--- config.mk ---
export PLATFORM = sky130hd
export DESIGN_NAME = rv32i_mem_arbiter_flat
export DESIGN_NICKNAME = d
export VERILOG_FILES = /design/src/rtl/rv32i_mem_arbiter_pkg.sv /design/src/rtl/rv32i_mem_arbiter_if.sv /design/src/rtl/rv32i_mem_arbiter_rr_picker.sv /design/src/rtl/rv32i_mem_arbiter.sv /design/src/flat_wrapper.sv
export SDC_FILE = /design/constraint.sdc
export NUM_CORES = 1
export LEC_CHECK = 0
export BUFFER_PORTS_ARGS = -buffer_cell sky130_fd_sc_hd__buf_2
export CAP_MARGIN = 25
export CORE_AREA = 2 2 102 104
export CTS_CLUSTER_DIAMETER = 40
export DETAILED_ROUTE_END_ITERATION = 10
export DIE_AREA = 0 0 104 106
export PLACE_DENSITY = 0.59
export SLEW_MARGIN = 20
export SYNTH_ARGS = -nofsm -noshare
export SYNTH_HDL_FRONTEND = slang
export SYNTH_HIERARCHICAL = 1
export SYNTH_SLANG_ARGS = --single-unit
--- constraint.sdc ---
create_clock -name clk -period 2.49 [get_ports clk]
set_clock_uncertainty 0.15 [all_clocks]
set_input_delay 0.498 -clock clk [delete_from_list [all_inputs] [get_ports clk]]
set_output_delay 0.498 -clock clk [all_outputs]
set_load 0.01 [all_outputs]
--- src/rtl/rv32i_mem_arbiter_pkg.sv ---
// Shared types and constants for the rv32i round-robin memory arbiter.
package rv32i_mem_arb_pkg;

  typedef enum logic {
    IDLE = 1'b0,
    WAIT = 1'b1
  } arb_state_t;

  localparam int STAT_W = 32;

  // Port index width; a single-port arbiter still needs one bit.
  function automatic int ptrWidth(input int n);
    return (n > 1) ? $clog2(n) : 1;
  endfunction

endpackage

--- src/rtl/rv32i_mem_arbiter_if.sv ---
// Requester-side bundle: per-port request/accept strobes plus shared read response.
interface rv32i_mem_arbiter_if #(
  parameter int NUM_PORTS = 2,
  parameter int ADDR_W    = 32,
  parameter int DATA_W    = 32
);

  logic [NUM_PORTS-1:0]        req_valid;
  logic [NUM_PORTS-1:0]        req_ready;
  logic [NUM_PORTS*ADDR_W-1:0] req_addr;
  logic [NUM_PORTS-1:0]        req_wr_ena;
  logic [NUM_PORTS*DATA_W-1:0] req_wr_data;
  logic [NUM_PORTS-1:0]        rsp_valid;
  logic [DATA_W-1:0]           rsp_rd_data;

  modport master (
    output req_valid, req_addr, req_wr_ena, req_wr_data,
    input  req_ready, rsp_valid, rsp_rd_data
  );

  modport slave (
    input  req_valid, req_addr, req_wr_ena, req_wr_data,
    output req_ready, rsp_valid, rsp_rd_data
  );

endinterface

--- src/rtl/rv32i_mem_arbiter_rr_picker.sv ---
// Combinational round-robin picker: first requester after i_ptr wins.
module rr_picker
  import rv32i_mem_arb_pkg::*;
#(
  parameter int NUM_PORTS = 2,
  parameter int PTR_W     = ptrWidth(NUM_PORTS)
) (
  input  logic [NUM_PORTS-1:0] i_req,
  input  logic [PTR_W-1:0]     i_ptr,
  output logic [NUM_PORTS-1:0] o_grant,
  output logic [PTR_W-1:0]     o_winner,
  output logic                 o_any
);

  logic [PTR_W-1:0] w_idx;

  // With no requester the winner falls back to ptr+1 so the memory bus stays stable.
  always_comb begin
    o_grant  = '0;
    o_any    = 1'b0;
    w_idx    = '0;
    o_winner = PTR_W'((int'(i_ptr) + 1) % NUM_PORTS);
    for (int k = 0; k < NUM_PORTS; k++) begin
      w_idx = PTR_W'((int'(i_ptr) + 1 + k) % NUM_PORTS);
      if (!o_any && i_req[w_idx]) begin
        o_any    = 1'b1;
        o_winner = w_idx;
      end
    end
    if (o_any) o_grant[o_winner] = 1'b1;
  end

endmodule

--- src/rtl/rv32i_mem_arbiter.sv ---
// N-port round-robin arbiter in front of a single-ported RAM with configurable read latency.
// Optional per-port grant/stall counters are built when MEM_ARB_STATS_EN is defined.
module rv32i_mem_arbiter
  import rv32i_mem_arb_pkg::*;
#(
  parameter int NUM_PORTS    = 2,
  parameter int ADDR_W       = 32,
  parameter int DATA_W       = 32,
  parameter int READ_LATENCY = 0
) (
  input  logic              clk,
  input  logic              rst,
  rv32i_mem_arbiter_if.slave bus,
  output logic [ADDR_W-1:0] o_mem_addr,
  output logic              o_mem_wr_ena,
  output logic [DATA_W-1:0] o_mem_wr_data,
  input  logic [DATA_W-1:0] i_mem_rd_data
`ifdef MEM_ARB_STATS_EN
  ,
  output logic [NUM_PORTS*STAT_W-1:0] o_stat_grants,
  output logic [NUM_PORTS*STAT_W-1:0] o_stat_stalls
`endif
);

  localparam int PTR_W = ptrWidth(NUM_PORTS);
  localparam int CNT_W = ($clog2(READ_LATENCY + 1) < 1) ? 1 : $clog2(READ_LATENCY + 1);
  localparam logic [CNT_W-1:0] CNT_LOAD = (READ_LATENCY > 0) ? CNT_W'(READ_LATENCY - 1) : '0;

  arb_state_t             r_state;
  logic [PTR_W-1:0]       r_ptr;
  logic [PTR_W-1:0]       r_owner;
  logic [CNT_W-1:0]       r_cnt;

  logic [NUM_PORTS-1:0]   w_grant;
  logic [PTR_W-1:0]       w_winner;
  logic                   w_any;
  logic                   w_accept;
  logic                   w_isWrite;

  rr_picker #(
    .NUM_PORTS (NUM_PORTS),
    .PTR_W     (PTR_W)
  ) u_picker (
    .i_req    (bus.req_valid),
    .i_ptr    (r_ptr),
    .o_grant  (w_grant),
    .o_winner (w_winner),
    .o_any    (w_any)
  );

  assign w_accept      = rst && (r_state == IDLE) && w_any;
  assign w_isWrite     = bus.req_wr_ena[w_winner];
  assign o_mem_addr    = bus.req_addr[int'(w_winner)*ADDR_W +: ADDR_W];
  assign o_mem_wr_data = bus.req_wr_data[int'(w_winner)*DATA_W +: DATA_W];

  // Zero-latency reads answer in the accept cycle; otherwise the owner is answered from WAIT.
  always_comb begin
    bus.req_ready   = '0;
    bus.rsp_valid   = '0;
    bus.rsp_rd_data = '0;
    o_mem_wr_ena    = 1'b0;
    if (w_accept) begin
      bus.req_ready = w_grant;
      o_mem_wr_ena  = w_isWrite;
      if (!w_isWrite && (READ_LATENCY == 0)) bus.rsp_valid = w_grant;
    end
    if (rst && (r_state == WAIT) && (r_cnt == '0)) bus.rsp_valid[r_owner] = 1'b1;
    if (|bus.rsp_valid) bus.rsp_rd_data = i_mem_rd_data;
  end

  always_ff @(posedge clk) begin
    if (!rst) begin
      r_state <= IDLE;
      r_ptr   <= PTR_W'(NUM_PORTS - 1);
      r_owner <= '0;
      r_cnt   <= '0;
    end else begin
      case (r_state)
        IDLE: begin
          if (w_accept) begin
            r_ptr <= w_winner;
            if (!w_isWrite && (READ_LATENCY > 0)) begin
              r_owner <= w_winner;
              r_cnt   <= CNT_LOAD;
              r_state <= WAIT;
            end
          end
        end
        WAIT: begin
          if (r_cnt == '0) r_state <= IDLE;
          else             r_cnt   <= r_cnt - 1'b1;
        end
        default: r_state <= IDLE;
      endcase
    end
  end

`ifdef MEM_ARB_STATS_EN
  logic [STAT_W-1:0] r_grantCnt [NUM_PORTS];
  logic [STAT_W-1:0] r_stallCnt [NUM_PORTS];

  always_ff @(posedge clk) begin
    for (int i = 0; i < NUM_PORTS; i++) begin
      if (!rst) begin
        r_grantCnt[i] <= '0;
        r_stallCnt[i] <= '0;
      end else begin
        if (bus.req_valid[i] && bus.req_ready[i])  r_grantCnt[i] <= r_grantCnt[i] + STAT_W'(1);
        if (bus.req_valid[i] && !bus.req_ready[i]) r_stallCnt[i] <= r_stallCnt[i] + STAT_W'(1);
      end
    end
  end

  for (genvar g = 0; g < NUM_PORTS; g++) begin : g_stat
    assign o_stat_grants[g*STAT_W +: STAT_W] = r_grantCnt[g];
    assign o_stat_stalls[g*STAT_W +: STAT_W] = r_stallCnt[g];
  end
`endif

endmodule

--- src/flat_wrapper.sv ---
// flat-port wrapper written by rule: the top's interface ports become plain ports
module rv32i_mem_arbiter_flat import rv32i_mem_arb_pkg::*;
#(
  parameter int NUM_PORTS    = 2,
  parameter int ADDR_W       = 32,
  parameter int DATA_W       = 32,
  parameter int READ_LATENCY = 0
)
  (clk, rst, o_mem_addr, o_mem_wr_ena, o_mem_wr_data, i_mem_rd_data, bus_req_valid, bus_req_addr, bus_req_wr_ena, bus_req_wr_data, bus_req_ready, bus_rsp_valid, bus_rsp_rd_data);
  rv32i_mem_arbiter_if #(.NUM_PORTS(NUM_PORTS), .ADDR_W(ADDR_W), .DATA_W(DATA_W)) bus_i ();
  input  logic clk;
  input  logic rst;
  output logic [ADDR_W-1:0] o_mem_addr;
  output logic o_mem_wr_ena;
  output logic [DATA_W-1:0] o_mem_wr_data;
  input  logic [DATA_W-1:0] i_mem_rd_data;
  input wire logic [$bits(bus_i.req_valid)-1:0] bus_req_valid;
  input wire logic [$bits(bus_i.req_addr)-1:0] bus_req_addr;
  input wire logic [$bits(bus_i.req_wr_ena)-1:0] bus_req_wr_ena;
  input wire logic [$bits(bus_i.req_wr_data)-1:0] bus_req_wr_data;
  output wire logic [$bits(bus_i.req_ready)-1:0] bus_req_ready;
  output wire logic [$bits(bus_i.rsp_valid)-1:0] bus_rsp_valid;
  output wire logic [$bits(bus_i.rsp_rd_data)-1:0] bus_rsp_rd_data;
  assign bus_i.req_valid = bus_req_valid;
  assign bus_i.req_addr = bus_req_addr;
  assign bus_i.req_wr_ena = bus_req_wr_ena;
  assign bus_i.req_wr_data = bus_req_wr_data;
  assign bus_req_ready = bus_i.req_ready;
  assign bus_rsp_valid = bus_i.rsp_valid;
  assign bus_rsp_rd_data = bus_i.rsp_rd_data;
  rv32i_mem_arbiter #(.NUM_PORTS(NUM_PORTS), .ADDR_W(ADDR_W), .DATA_W(DATA_W), .READ_LATENCY(READ_LATENCY)) u_core (.clk(clk), .rst(rst), .bus(bus_i), .o_mem_addr(o_mem_addr), .o_mem_wr_ena(o_mem_wr_ena), .o_mem_wr_data(o_mem_wr_data), .i_mem_rd_data(i_mem_rd_data));
endmodule
-- After elaboration in Yosys (flattened, before gate mapping)
Cells that the tools add are included.
- shift-type cells: 2
- add/subtract/negate cells: 3
- bitwise operators: 2
- reductions and logical operators: 10
- order comparisons: 4
- mux-type cells: 20
- operators with widths (operator ; number):
    64-bit by 7-bit indexed part select with 32-bit output ; 2
    32-bit two-way mux ; 1
    1-bit two-way mux ; 14
    2-bit two-way mux ; 4
    1-bit logical AND ; 6
    1-bit by 2-bit < comparator with 1-bit output, second input constant ; 3
    2-bit AND reduction ; 2
    1-bit adder, second input constant ; 2
    1-bit inverter ; 2
    2-bit OR reduction ; 1
    1-bit demux with 1-bit select ; 1
    1-bit >= comparator, second input constant ; 1
    1-bit logical NOT ; 1
    1-bit subtractor, second input constant ; 1
- register bits after elaboration: 3
- logic and storage cells: 44
- output and inout bits: 101
- input port bits: 166

-- Depth between registers and ports, before layout
- word-level depth: 17
- gate-level depth with buffers: 6
- gate-level depth less buffers: 4

-- Hierarchy
Netlist, hierarchy kept.
- modules (own cells, without submodules) (module ; instances ; area an instance (µm²) ; cells an instance):
    rv32i_mem_arbiter ; 1 ; 1367.6 ; 154
    rr_picker ; 1 ; 36.3 ; 5

-- Worst setup path before layout
OpenSTA, ideal clock, no wires.
- kind: input-to-output
- from: input bus_req_valid[1]
- to: output bus_rsp_rd_data[10]
- stages: 5
- data arrival time: 1566 ps
- path buffers: 1
- slack: 276 ps
- path through: a21boi_2 -> o21bai_1 -> mux2_4 -> buf_6 -> nor3_2
- cells in the longest elaborated chain, start to end: 16
- elaborated cells between the ends (all ways): 23
- those cells by class: order compare: 2; mux: 16; reduce/logical: 5
- RTL lines (element ; RTL line ; source):
    start, declared ; flat_wrapper.sv:17 ; input wire logic [$bits(bus_i.req_valid)-1:0] bus_req_valid;
    1-bit two-way mux (not written as such) (2 in a row) ; rv32i_mem_arbiter_rr_picker.sv:25 ; if (!o_any && i_req[w_idx]) begin
    1-bit two-way mux ; rv32i_mem_arbiter_rr_picker.sv:25 ;
    1-bit logical NOT ; rv32i_mem_arbiter_rr_picker.sv:25 ;
    1-bit logical AND * ; rv32i_mem_arbiter_rr_picker.sv:25 ;
    1-bit two-way mux * ; rv32i_mem_arbiter_rr_picker.sv:25 ;
    named net u_core.w_winner ; rv32i_mem_arbiter.sv:35 ; logic [PTR_W-1:0] w_winner;
    1-bit by 2-bit < comparator with 1-bit output (not written as such) or 1-bit >= comparator (tied branches) ; rv32i_mem_arbiter_rr_picker.sv:30 ; if (o_any) o_grant[o_winner] = 1'b1;
    1-bit logical AND (not written as such) ; rv32i_mem_arbiter_rr_picker.sv:30 ;
    1-bit two-way mux (not written as such) ; rv32i_mem_arbiter_rr_picker.sv:30 ;
    1-bit demux with 1-bit select ; rv32i_mem_arbiter_rr_picker.sv:30 ;
    2-bit two-way mux ; rv32i_mem_arbiter_rr_picker.sv:30 ;
    2-bit two-way mux * ; rv32i_mem_arbiter.sv:65 ; if (!w_isWrite && (READ_LATENCY == 0)) bus.rsp_valid = w_grant;
    2-bit two-way mux * ; rv32i_mem_arbiter.sv:62 ; if (w_accept) begin
    1-bit two-way mux ; rv32i_mem_arbiter.sv:67 ; if (rst && (r_state == WAIT) && (r_cnt == '0)) bus.rsp_valid[r_owner] = 1'b1;
    2-bit OR reduction * ; rv32i_mem_arbiter.sv:68 ; if (|bus.rsp_valid) bus.rsp_rd_data = i_mem_rd_data;
    32-bit two-way mux * ; rv32i_mem_arbiter.sv:68 ;
    end, declared ; flat_wrapper.sv:23 ; output wire logic [$bits(bus_i.rsp_rd_data)-1:0] bus_rsp_rd_data;
The timed path passes the listed nets; every way through them passes the cells marked *. The select of a mux whose other input is x is not followed.

-- Worst setup path after layout
- from: input bus_req_valid[0]
- to: output bus_rsp_rd_data[30]
- elaborated cells between the ends (all ways): 23
- those cells by class: order compare: 2; mux: 16; reduce/logical: 5
- RTL lines (element ; RTL line ; source):
    1-bit two-way mux (not written as such) (2 in a row) ; rv32i_mem_arbiter_rr_picker.sv:25 ;
    1-bit two-way mux ; rv32i_mem_arbiter_rr_picker.sv:25 ;
    1-bit logical NOT ; rv32i_mem_arbiter_rr_picker.sv:25 ;
    1-bit logical AND ; rv32i_mem_arbiter_rr_picker.sv:25 ;
    1-bit two-way mux ; rv32i_mem_arbiter_rr_picker.sv:25 ;
    1-bit by 2-bit < comparator with 1-bit output (not written as such) or 1-bit >= comparator (tied branches) ; rv32i_mem_arbiter_rr_picker.sv:30 ;
    1-bit logical AND (not written as such) ; rv32i_mem_arbiter_rr_picker.sv:30 ;
    1-bit two-way mux (not written as such) ; rv32i_mem_arbiter_rr_picker.sv:30 ;
    1-bit demux with 1-bit select ; rv32i_mem_arbiter_rr_picker.sv:30 ;
    2-bit two-way mux * ; rv32i_mem_arbiter_rr_picker.sv:30 ;
    named net u_core.w_grant[1] ; rv32i_mem_arbiter.sv:34 ; logic [NUM_PORTS-1:0] w_grant;
    2-bit two-way mux * ; rv32i_mem_arbiter.sv:65 ;
    2-bit two-way mux * ; rv32i_mem_arbiter.sv:62 ;
    2-bit OR reduction * ; rv32i_mem_arbiter.sv:68 ;
    32-bit two-way mux * ; rv32i_mem_arbiter.sv:68 ;
Marks and branches as above.

==> results.txt <==
----------------------------------------------------
[Power]
  Design Power ... 0.664 mW
  Power density over the cells ... 225 nW/um^2
  Seq pwr share ... 3.1%
  Share of power burned in the clock network ... 0%
  Combinational share of power ... 96.9%
  Switching share of power ... 44.9%
  Net Sw Power ... 0.298 mW
  Leakage dissipation ... 1.74 nW
  Peak supply drop ... 0.0897 mV
  Int Pwr ... 0.366 mW

[Setup path]
  Arrival time of data at the critical path endpoint ... 1.81 ns
  Register-to-Register Path Depth ... 5
  Worst setup slack for register-to-register paths ... 1.10 ns
  Launching element of the worst setup path ... bus_req_valid[0]
  Worst setup SP type ... input port
  FF-to-FF Start ... u_core/r_ptr
  Critical path type ... in -> out
  Critical R2R Capture ... u_core/r_ptr
  Largest fanout on the critical path ... 15
  Sort of element at the end of the critical path ... primary output
  Req. time, crit path ... 1.84 ns

[Die]
  Initial standard-cell utilization of the core ... 14.0%
  Number of rows in the core area ... 37
  Core ar. ... 10000 sq um
  Floorplan die width ... 104 um
  Number of primary I/O pins ... 267
  Die Outline Area ... 11000 sq um
  Chip height ... 106 um

[STA]
  Final-layout worst hold slack ... 0.448 ns
  Setup violations, final ... 0
  Min cycle time layout ... 2.46 ns
  Unrepaired setup endpoints after global routing ... true
  Transition at the pin with the smallest max-transition slack ... 0.306 ns
  Count of endpoints failing hold in the final timing report ... 0
  Final period utilization ... 98.7%
  Worst relative slew slack ... 79.6%
  Final Max Slew Viols ... 0
  Final setup margin ... 0.0333 ns
  Max Clk Rate ... 407 MHz

[Logic synthesis]
  Number of cells produced by synthesis ... 159
  Post-synthesis sequential element count ... 1
  Syn Area/Cell ... 8.83 sq um
  Netlist area before placement ... 1400 sq um
  Sequential element share of the synthesized area ... 1.43%
  Unique cell type count in the Yosys netlist ... 18
  Number of warnings issued by yosys ... 6
  Post-Synthesis Net Count ... 325

[Place]
  Total of buffers placed on input and output ports ... 266
  Post-Place Worst Slack ... 0.0249 ns
  Final RePlAce weighted congestion ... 0.797
  DPL Wire Length ... 5.68 mm

[Global routing]
  Wire length of the first global-routing pass ... 9.29 mm
  Overall routing resource usage ... 9.85%
  Number of global-route vias before repair ... 1977
  Final global-route overflow total ... 0
  Antenna violations before repair ... 0
  Pin count of the biggest net entering global routing ... 57

[Route]
  Number of detailed-routing iterations run before antenna repair ... 4
  Via total after detailed routing ... 2150
  Final wirelength ... 6.33 mm
  Antenna violation net count after detailed routing ... 0
  Number of vias per cell ... 3.87
  Initial drt markers ... 68
  Detailed-route wire length per cell ... 11.4 um
  Post-route DRC ... 0

[Layout]
  Proportion of layout cells with a drive suffix above 1 ... 88.8%
  Total inserted antenna cells ... 0
  Area added between synthesis and finish ... 111%
  Final design utilization ... 29.6%
  Largest registers ... u_core/r_ptr: 1 flops
  Largest register by flop count ... u_core/r_ptr
  Number of nets at the end of the flow ... 588
  Max reg flops ... 1

[Clocking]
  Post-CTS clock slew at the launch and capture registers of the worst setup and hold paths ... 0 ns
  Total of hold buffers inserted after clock tree synthesis ... 0
  Clock latency reported for the late side of the worst-skew pair ... 0 ns

[Worst hold path]
  Cell count of the worst hold path ... 2
  HP Class ... reg -> reg
  Startpoint of the worst hold path ... u_core/r_ptr
  Hold Path Sink ... u_core/r_ptr

[Outcome]
  Result of the run ... completed

[Run]
  Number of maximum-capacitance violations ... 0

----------------------------------------------------
==> area by class of cell <==
cell class              instances  area [sq um]
fillers                      1081          7040
inverters                      35           131
multi-input cells             110          1180
flip-flops and latches          1          20.0
well taps                     136           170
repair buffers                274          1460
==> cells in the mapped netlist <==
library cell	number	area, sq um
sky130_fd_sc_hd__mux2_2	64	721
sky130_fd_sc_hd__nand2_1	2	7.51
sky130_fd_sc_hd__buf_2	1	5.00
sky130_fd_sc_hd__o21bai_1	1	7.51
sky130_fd_sc_hd__dfxtp_1	1	20.0
sky130_fd_sc_hd__nor2b_1	1	6.26
sky130_fd_sc_hd__nor3_2	30	300
sky130_fd_sc_hd__buf_6	8	90.1
sky130_fd_sc_hd__nor2_1	2	7.51
sky130_fd_sc_hd__inv_1	35	131
sky130_fd_sc_hd__mux2i_1	1	10.0
sky130_fd_sc_hd__mux2_4	1	15.0
sky130_fd_sc_hd__nor3_1	4	20.0
sky130_fd_sc_hd__buf_4	4	30.0
sky130_fd_sc_hd__or2_2	1	6.26
sky130_fd_sc_hd__o211ai_1	1	7.51
sky130_fd_sc_hd__a21boi_2	1	11.3
sky130_fd_sc_hd__a21boi_0	1	7.51
==> metrics by stage <==
step	cells	cell area (sq um)	setup TNS, ns
finish	556	2960	0
global route	556	2960	-0.0271
CTS	556	2910	0
detailed placement	556	2910	0
global placement	556	2910	0
floorplan	159	1400	0
==> layer usage <==
| metal | global-route usage (%) | vias up | wire length, um |
|---|---|---|---|
| li1 | - | 1061 | - |
| met1 | 11.7 | 946 | 2400 |
| met2 | 19.2 | 141 | 3270 |
| met3 | 1.84 | 2 | 640 |
| met4 | 0.290 | 0 | 23 |
| met5 | 0 | - | 0 |
==> worst max-delay path, cell delays in order <==
cell and delay, ns:
sky130_fd_sc_hd__buf_2 0.13, sky130_fd_sc_hd__a21boi_2 0.14, sky130_fd_sc_hd__o21bai_4 0.17, sky130_fd_sc_hd__mux2_4 0.37, sky130_fd_sc_hd__buf_12 0.17, sky130_fd_sc_hd__nor3_4 0.17
sky130_fd_sc_hd__buf_2 0.15
==> placed cells by master, fill, tap and decap left out, types with 2 or more instances in the layout <==
| cell type | count |
|---|---|
| sky130_fd_sc_hd__buf_2 | 265 |
| sky130_fd_sc_hd__mux2_2 | 60 |
| sky130_fd_sc_hd__inv_1 | 35 |
| sky130_fd_sc_hd__nor3_2 | 28 |
| sky130_fd_sc_hd__mux2_4 | 5 |
| sky130_fd_sc_hd__buf_12 | 5 |
| sky130_fd_sc_hd__nor3_4 | 3 |
| sky130_fd_sc_hd__nor3_1 | 3 |
| sky130_fd_sc_hd__buf_4 | 3 |
| sky130_fd_sc_hd__nand2_1 | 2 |
| sky130_fd_sc_hd__nor2_1 | 2 |
==> cell families after synthesis <==
logic type | Yosys count | synth area share (%)
flops | 1 | 1.43
mux | 66 | 53.1
buf+inv | 48 | 18.3
simple gates | 40 | 24.8
compound gates | 4 | 2.41
==> how the worst max path moves through the flow <==
stage | slack, ns | cells past startpoint | endpoint
CTS | 0.02 | 6 | o_mem_wr_data[13]
global route | -0.007 | 6 | o_mem_wr_data[28]
finish | 0.03 | 7 | bus_rsp_rd_data[30]
floorplan | 0.28 | 5 | bus_rsp_rd_data[10]
global placement | 0.05 | 7 | bus_rsp_rd_data[31]
detailed placement | 0.02 | 6 | o_mem_wr_data[13]
==> power groups by stage <==
stage / combinational (mW) / sequential (mW) / clock [mW]
after floorplan: 0.355 / 0.0193 / 0
after global placement: 0.630 / 0.0204 / 0
after detailed placement: 0.639 / 0.0205 / 0
after CTS: 0.642 / 0.0204 / 0
after global routing: 0.698 / 0.0206 / 0
final: 0.644 / 0.0204 / 0
==> timing repair <==
item / CTS / global route
resized for setup: 0 / 9
setup buffers: 0 / 0
setup endpoints to repair: 0 / 8
Power figures use the tool's default switching activity.
